[config.mk]
export PLATFORM = sky130hd
export DESIGN_NAME = mont_conv_sched
export DESIGN_NICKNAME = d
export VERILOG_FILES = /design/src/rtl/mont_conv_sched.sv
export SDC_FILE = /design/constraint.sdc
export NUM_CORES = 1
export LEC_CHECK = 0
export ABC_AREA = 1
export CAP_MARGIN = 30
export CORE_AREA = 2 2 134 136
export DETAILED_ROUTE_END_ITERATION = 8
export DIE_AREA = 0 0 136 138
export PLACE_DENSITY = 0.89
export REMOVE_ABC_BUFFERS = 1
export SLEW_MARGIN = 0
export SYNTH_ARGS = -nofsm -noshare
export SYNTH_HDL_FRONTEND = slang
export SYNTH_SLANG_ARGS = --single-unit
[constraint.sdc]
create_clock -name clk -period 5 [get_ports clk]
set_clock_uncertainty 0.15 [all_clocks]
set_input_delay 0.75 -clock clk [delete_from_list [all_inputs] [get_ports clk]]
set_output_delay 0.75 -clock clk [all_outputs]
set_load 0.03 [all_outputs]
[src/rtl/mont_conv_sched.sv]
// mont_conv_sched: round-robin arbiter in front of one shared Montgomery-domain
// conversion engine (num * 2^len mod modulus). It grants one requester at a time,
// rejects malformed requests without touching the engine, runs the engine and
// returns the tagged result.
// Optional build macro: MC_TIMEOUT_EN enables a watchdog. The watchdog aborts a
// WAIT that lasts TIMEOUT_CYC cycles without eng_end.
module mont_conv_sched #(
  parameter int NREQ        = 4,
  parameter int TIMEOUT_CYC = 1023
) (
  input  logic                 clk,
  input  logic                 rstn,
  input  logic [NREQ-1:0]      req,
  input  logic [NREQ*32-1:0]   req_num,
  input  logic [NREQ*8-1:0]    req_len,
  input  logic [31:0]          modulus,
  output logic [NREQ-1:0]      done,
  output logic                 rsp_valid,
  output logic [2:0]           rsp_id,
  output logic [31:0]          rsp_data,
  output logic                 rsp_err,
  output logic                 busy,
  output logic                 eng_start,
  output logic [31:0]          eng_num,
  output logic [7:0]           eng_len,
  output logic [31:0]          eng_mod,
  input  logic                 eng_end,
  input  logic [31:0]          eng_out
);

  typedef enum logic [1:0] {ST_IDLE, ST_LAUNCH, ST_WAIT, ST_RESP} state_t;

  state_t            r_state;
  logic [2:0]        r_ptr;
  logic [NREQ-1:0]   r_done;
  logic              r_rsp_valid;
  logic [2:0]        r_rsp_id;
  logic [31:0]       r_rsp_data;
  logic              r_rsp_err;
  logic              r_busy;
  logic              r_eng_start;
  logic [31:0]       r_eng_num;
  logic [7:0]        r_eng_len;
  logic [31:0]       r_eng_mod;
`ifdef MC_TIMEOUT_EN
  logic [15:0]       r_tmo_cnt;
`else
  // No watchdog in this build; the limit parameter is intentionally ignored.
  logic              w_unused_tmo;
  assign w_unused_tmo = (TIMEOUT_CYC != 0);
`endif

  // Requester views padded to 8 entries so a 3-bit id indexes them without width games.
  logic [7:0]        w_req_pad;
  logic [31:0]       w_num [0:7];
  logic [7:0]        w_len [0:7];

  genvar gi;
  generate
    for (gi = 0; gi < 8; gi++) begin : g_slice
      if (gi < NREQ) begin : g_live
        assign w_req_pad[gi] = req[gi];
        assign w_num[gi]     = req_num[32*gi +: 32];
        assign w_len[gi]     = req_len[8*gi +: 8];
      end else begin : g_pad
        assign w_req_pad[gi] = 1'b0;
        assign w_num[gi]     = 32'd0;
        assign w_len[gi]     = 8'd0;
      end
    end
  endgenerate

  // Index addition modulo NREQ; both operands are already below NREQ.
  function automatic logic [2:0] wrap_add(input logic [2:0] a, input logic [3:0] b);
    logic [3:0] s;
    s = {1'b0, a} + b;
    if (s >= 4'(NREQ)) s = s - 4'(NREQ);
    return s[2:0];
  endfunction

  function automatic logic [NREQ-1:0] onehot(input logic [2:0] id);
    logic [NREQ-1:0] v;
    v = '0;
    for (int i = 0; i < NREQ; i++) begin
      if (id == 3'(i)) v[i] = 1'b1;
    end
    return v;
  endfunction

  logic        w_found;
  logic [2:0]  w_sel;
  logic [2:0]  w_cand;
  logic [31:0] w_sel_num;
  logic [7:0]  w_sel_len;
  logic        w_valid;

  // Round-robin pick: scan offsets from the far end so the nearest hit to ptr wins.
  always_comb begin
    w_found = 1'b0;
    w_sel   = 3'd0;
    w_cand  = 3'd0;
    for (int k = NREQ - 1; k >= 0; k--) begin
      w_cand = wrap_add(r_ptr, 4'(k));
      if (w_req_pad[w_cand]) begin
        w_found = 1'b1;
        w_sel   = w_cand;
      end
    end
  end

  assign w_sel_num = w_num[w_sel];
  assign w_sel_len = w_len[w_sel];
  // The engine only handles len up to 31 and needs a nonzero modulus.
  assign w_valid   = (w_sel_len[7:5] == 3'd0) && (modulus != 32'd0);

  // Scheduler FSM with all outputs registered alongside the state.
  always_ff @(posedge clk or negedge rstn) begin
    if (!rstn) begin
      r_state     <= ST_IDLE;
      r_ptr       <= 3'd0;
      r_done      <= '0;
      r_rsp_valid <= 1'b0;
      r_rsp_id    <= 3'd0;
      r_rsp_data  <= 32'd0;
      r_rsp_err   <= 1'b0;
      r_busy      <= 1'b0;
      r_eng_start <= 1'b0;
      r_eng_num   <= 32'd0;
      r_eng_len   <= 8'd0;
      r_eng_mod   <= 32'd0;
`ifdef MC_TIMEOUT_EN
      r_tmo_cnt   <= 16'd0;
`endif
    end else begin
      r_eng_start <= 1'b0;
      r_done      <= '0;
      r_rsp_valid <= 1'b0;
      case (r_state)
        ST_IDLE: begin
          if (w_found) begin
            r_rsp_id <= w_sel;
            r_ptr    <= wrap_add(w_sel, 4'd1);
            r_busy   <= 1'b1;
            if (w_valid) begin
              r_eng_num   <= w_sel_num;
              r_eng_len   <= w_sel_len;
              r_eng_mod   <= modulus;
              r_eng_start <= 1'b1;
              r_state     <= ST_LAUNCH;
            end else begin
              // Rejected up front: answer immediately, engine stays idle.
              r_rsp_data  <= 32'd0;
              r_rsp_err   <= 1'b1;
              r_done      <= onehot(w_sel);
              r_rsp_valid <= 1'b1;
              r_state     <= ST_RESP;
            end
          end
        end
        ST_LAUNCH: begin
`ifdef MC_TIMEOUT_EN
          r_tmo_cnt <= 16'd0;
`endif
          r_state <= ST_WAIT;
        end
        ST_WAIT: begin
          if (eng_end) begin
            r_rsp_data  <= eng_out;
            r_rsp_err   <= 1'b0;
            r_done      <= onehot(r_rsp_id);
            r_rsp_valid <= 1'b1;
            r_state     <= ST_RESP;
          end
`ifdef MC_TIMEOUT_EN
          else if (r_tmo_cnt >= 16'(TIMEOUT_CYC - 1)) begin
            // Engine hung: give up; any later eng_end lands outside WAIT and is dropped.
            r_rsp_data  <= 32'd0;
            r_rsp_err   <= 1'b1;
            r_done      <= onehot(r_rsp_id);
            r_rsp_valid <= 1'b1;
            r_state     <= ST_RESP;
          end else begin
            r_tmo_cnt <= r_tmo_cnt + 16'd1;
          end
`endif
        end
        ST_RESP: begin
          r_busy  <= 1'b0;
          r_state <= ST_IDLE;
        end
        default: r_state <= ST_IDLE;
      endcase
    end
  end

  assign done      = r_done;
  assign rsp_valid = r_rsp_valid;
  assign rsp_id    = r_rsp_id;
  assign rsp_data  = r_rsp_data;
  assign rsp_err   = r_rsp_err;
  assign busy      = r_busy;
  assign eng_start = r_eng_start;
  assign eng_num   = r_eng_num;
  assign eng_len   = r_eng_len;
  assign eng_mod   = r_eng_mod;

endmodule

==> results_dict.tcl <==
set metrics [dict create \
    static-leakage-power_nw 5.592 \
    final_min_period_over_clock_period_pct 77.69 \
    dr_total_vias 7659 \
    finalHoldViolations 0 \
    insertion_delay_ns 0.40 \
    synth_flop_cell "sky130_fd_sc_hd__dfrtp_1" \
    cts_hold_repair.buffers 0 \
    placed_cells_incl_taps 1480 \
    clock_sinks 120 \
    rsz_0062_raised_after_global_routing "false" \
    synth.yosys.warnings 0 \
    design.die.area_um2 18770 \
    final.fill_count 1467 \
    yosys.cell_count.top_type "sky130_fd_sc_hd__nand2_1" \
    gp_congestion 0.8509 \
    max_freq_ghz 0.2574 \
    via_per_inst 5.062 \
    drc 0 \
    timing.max_slew.rel_slack_pct 44.34 \
    synth_cells 959 \
    worst_setup_hold_path_clk_slew_ns 0.06 \
    max-clock-path-buffers 2 \
    outcome "completed" \
    io-pin-count 346 \
    numCtsBuffers 17 \
    horiz_die_dim_um 136 \
    drt.antenna.violating_nets 0 \
    number_of_antenna_violations_at_the_first_check_in_global_routing 1 \
    final_non_filler_cell_total 1513 \
    layout_utilization_pct 64.56 \
    crit_required_ns 5.19 \
    cts.repair.resized 0 \
    via_count_of_the_first_global_routing_pass 7551 \
    grt_pass1_wl_um 38030 \
    pwr_density_cell_nw_per_um2 716.5 \
    tritoncts "built" \
    place_area_um2 10700 \
    slew_viol_final 0 \
    setup-tns-final_ns 0 \
    area_growth_pct 56.70 \
    worst_r2r_startpoint "r_ptr[0]$_DFFE_PN0P_" \
    tightest_slew_ns 0.8349 \
    cts_htree_levels 4 \
    post-synth-top-area-fraction_pct 41.57 \
    synth-seq-area-share_pct 41.57 \
    synth-edff-count 0 \
    gr-total-overflow 0 \
    crit_fanout 99 \
    kind_of_end_point_of_the_critical_path "register" \
    share_of_layout_cells_above_drive_strength_1_pct 5.924 \
    detailedRoute.firstPassIterationCount 5 \
    cts.root.buffer_cell "sky130_fd_sc_hd__clkbuf_16" \
    number_of_max_capacitance_violations_reported 0 \
    total_power_mw 8.111 \
    synth_cell_types 34 \
    area_of_the_mapped_netlist_um2 7224 \
    start_util_pct 41.20 \
    number_of_buffers_inserted_to_repair_setup_after_cts 0 \
    post-route-min-period_ns 3.884 \
    route.detailed.wl_per_inst_um 15.96 \
    largest_net_degree_at_the_start_of_global_routing 100 \
    fp.coreArea_um2 17530 \
    route.final.wire_length_um 24150 \
    finish.net_count 1511 \
    ir_worst_vdd_uv 529.6 \
    post_synth_main_area_contributors "sky130_fd_sc_hd__dfrtp_1 42%, sky130_fd_sc_hd__nand2_1 19%, sky130_fd_sc_hd__nand4_1 6.4%" \
    dr.first_iter.drc_count 384 \
    syn_area_per_cell_um2 7.533 \
    hold_class "in -> async" \
    fp-row-count 49 \
    timing.critical_path.arrival_ns 4.08 \
    ys_top_cells_by_count "366 x sky130_fd_sc_hd__nand2_1, 120 x sky130_fd_sc_hd__dfrtp_1, 98 x sky130_fd_sc_hd__inv_1, 80 x sky130_fd_sc_hd__o21ai_0, 74 x sky130_fd_sc_hd__nand4_1" \
    criticalPathCategory "reg -> reg" \
    worstSetupStartpointType "register" \
    final_setup_violation_count 0 \
    final_design_area_no_fill_um2 11320 \
    ys_seq_elements 120 \
    die_height_um 138 \
    io_buffers 345 \
    worst_setup_path_startpoint "r_ptr[0]$_DFFE_PN0P_" \
    detailed_placer_s_ending_hpwl_um 17420 \
    grt_usage_pct 25.57 \
    async_flop_share_pct 100.0 \
    synth_area_leader_cell "sky130_fd_sc_hd__dfrtp_1" \
]
[worst max-delay path, stage by stage, from the launching register on]
cell and delay, ns:
sky130_fd_sc_hd__dfrtp_1 0.62, sky130_fd_sc_hd__inv_6 0.09, sky130_fd_sc_hd__ha_1 0.33, sky130_fd_sc_hd__inv_1 0.14, sky130_fd_sc_hd__nand3_1 0.11, sky130_fd_sc_hd__nand3_2 0.12, sky130_fd_sc_hd__nand2_1 0.06, sky130_fd_sc_hd__nand2_1 0.07
sky130_fd_sc_hd__nand2_2 0.12, sky130_fd_sc_hd__nand2_4 0.17, sky130_fd_sc_hd__buf_4 0.41, sky130_fd_sc_hd__buf_4 0.68, sky130_fd_sc_hd__o21ai_0 0.27, sky130_fd_sc_hd__mux2i_1 0.19, sky130_fd_sc_hd__nand4_1 0.11, sky130_fd_sc_hd__nand2_1 0.09
[metrics by stage]
| step | hold WS [ns] | setup slack, ns |
|---|---|---|
| 3_3_place_gp | 0.2990 | 1.048 |
| 3_5_place_dp | 0.3053 | 0.9584 |
| 6_report | 0.05975 | 1.116 |
| 4_1_cts | 0.04508 | 1.161 |
| 2_1_floorplan | 0.3044 | 0.5576 |
| 5_1_grt | 0.04904 | 0.7577 |
[per-layer routing]
layer	GRT usage [%]	routed length (um)	up-vias
met3	7.847	2104	33
met4	9.485	534	0
li1	-	-	3715
met2	44.72	12190	322
met5	0	0	-
met1	29.09	9320	3589
[registers in the layout, summed over array words and instances, names as in the netlist, 2 cells and up]
signal    flops
rsp_id        3
r_ptr         3
r_state       2
eng_len       8
eng_num      32
eng_mod      32
rsp_data     32
done          4
[kinds of logic after synthesis]
family	count (synthesis)	synth area share [%]
muxes	37	5.126
other	1	0.05191
buffers and inverters	167	10.53
adders and majority gates	10	1.732
AOI/OAI and AO/OA	87	6.252
DFF	120	41.57
and+or+nand+nor	537	34.74
[layout make-up]
class	count	area [um^2]	share of cell area [%]
well taps	229	286.5	2.531
multi-input cells	672	3468	30.64
diodes	1	2.502	0.02210
inverters	102	387.9	3.426
clock buffers	17	425.4	3.758
clock inverters	15	193.9	1.713
repair buffers	357	3553	31.39
flip-flops and latches	120	3003	26.53
[report_power, final]
part / internal (mW) / total [mW] / switching, mW
combinational: 1.85 / 5.26 / 3.41
sequential: 1.35 / 1.57 / 0.227
clock: 0.797 / 1.28 / 0.486
[placed cells by master (no fill, tap or decap), types with 9 or more instances in the layout]
cell,count
sky130_fd_sc_hd__buf_4,12
sky130_fd_sc_hd__clkbuf_16,17
sky130_fd_sc_hd__clkdlybuf4s50_1,344
sky130_fd_sc_hd__dfrtp_1,120
sky130_fd_sc_hd__ha_1,9
sky130_fd_sc_hd__inv_1,98
sky130_fd_sc_hd__mux2i_1,37
sky130_fd_sc_hd__nand2_1,366
sky130_fd_sc_hd__nand3_1,14
sky130_fd_sc_hd__nand3b_1,33
sky130_fd_sc_hd__nand4_1,74
sky130_fd_sc_hd__nor2_1,18
sky130_fd_sc_hd__o21ai_0,80
[worst paths after layout]
| kind | cells after the start | endpoint | slack, ns |
|---|---|---|---|
| worst min-delay path | 1 | rsp_data[26]$_DFFE_PN0P_ | 0.06 |
| worst max-delay path | 15 | eng_num[1]$_DFFE_PN0P_ | 1.12 |
| worst max register to register | 15 | eng_num[1]$_DFFE_PN0P_ | 1.12 |
| worst min register to register | 2 | eng_len[5]$_DFFE_PN0P_ | 0.32 |
| min in group clk | 2 | eng_len[5]$_DFFE_PN0P_ | 0.32 |
| max in group asynchronous | 2 | eng_num[9]$_DFFE_PN0P_ | 3.54 |
(Power assumes the default switching activity.)
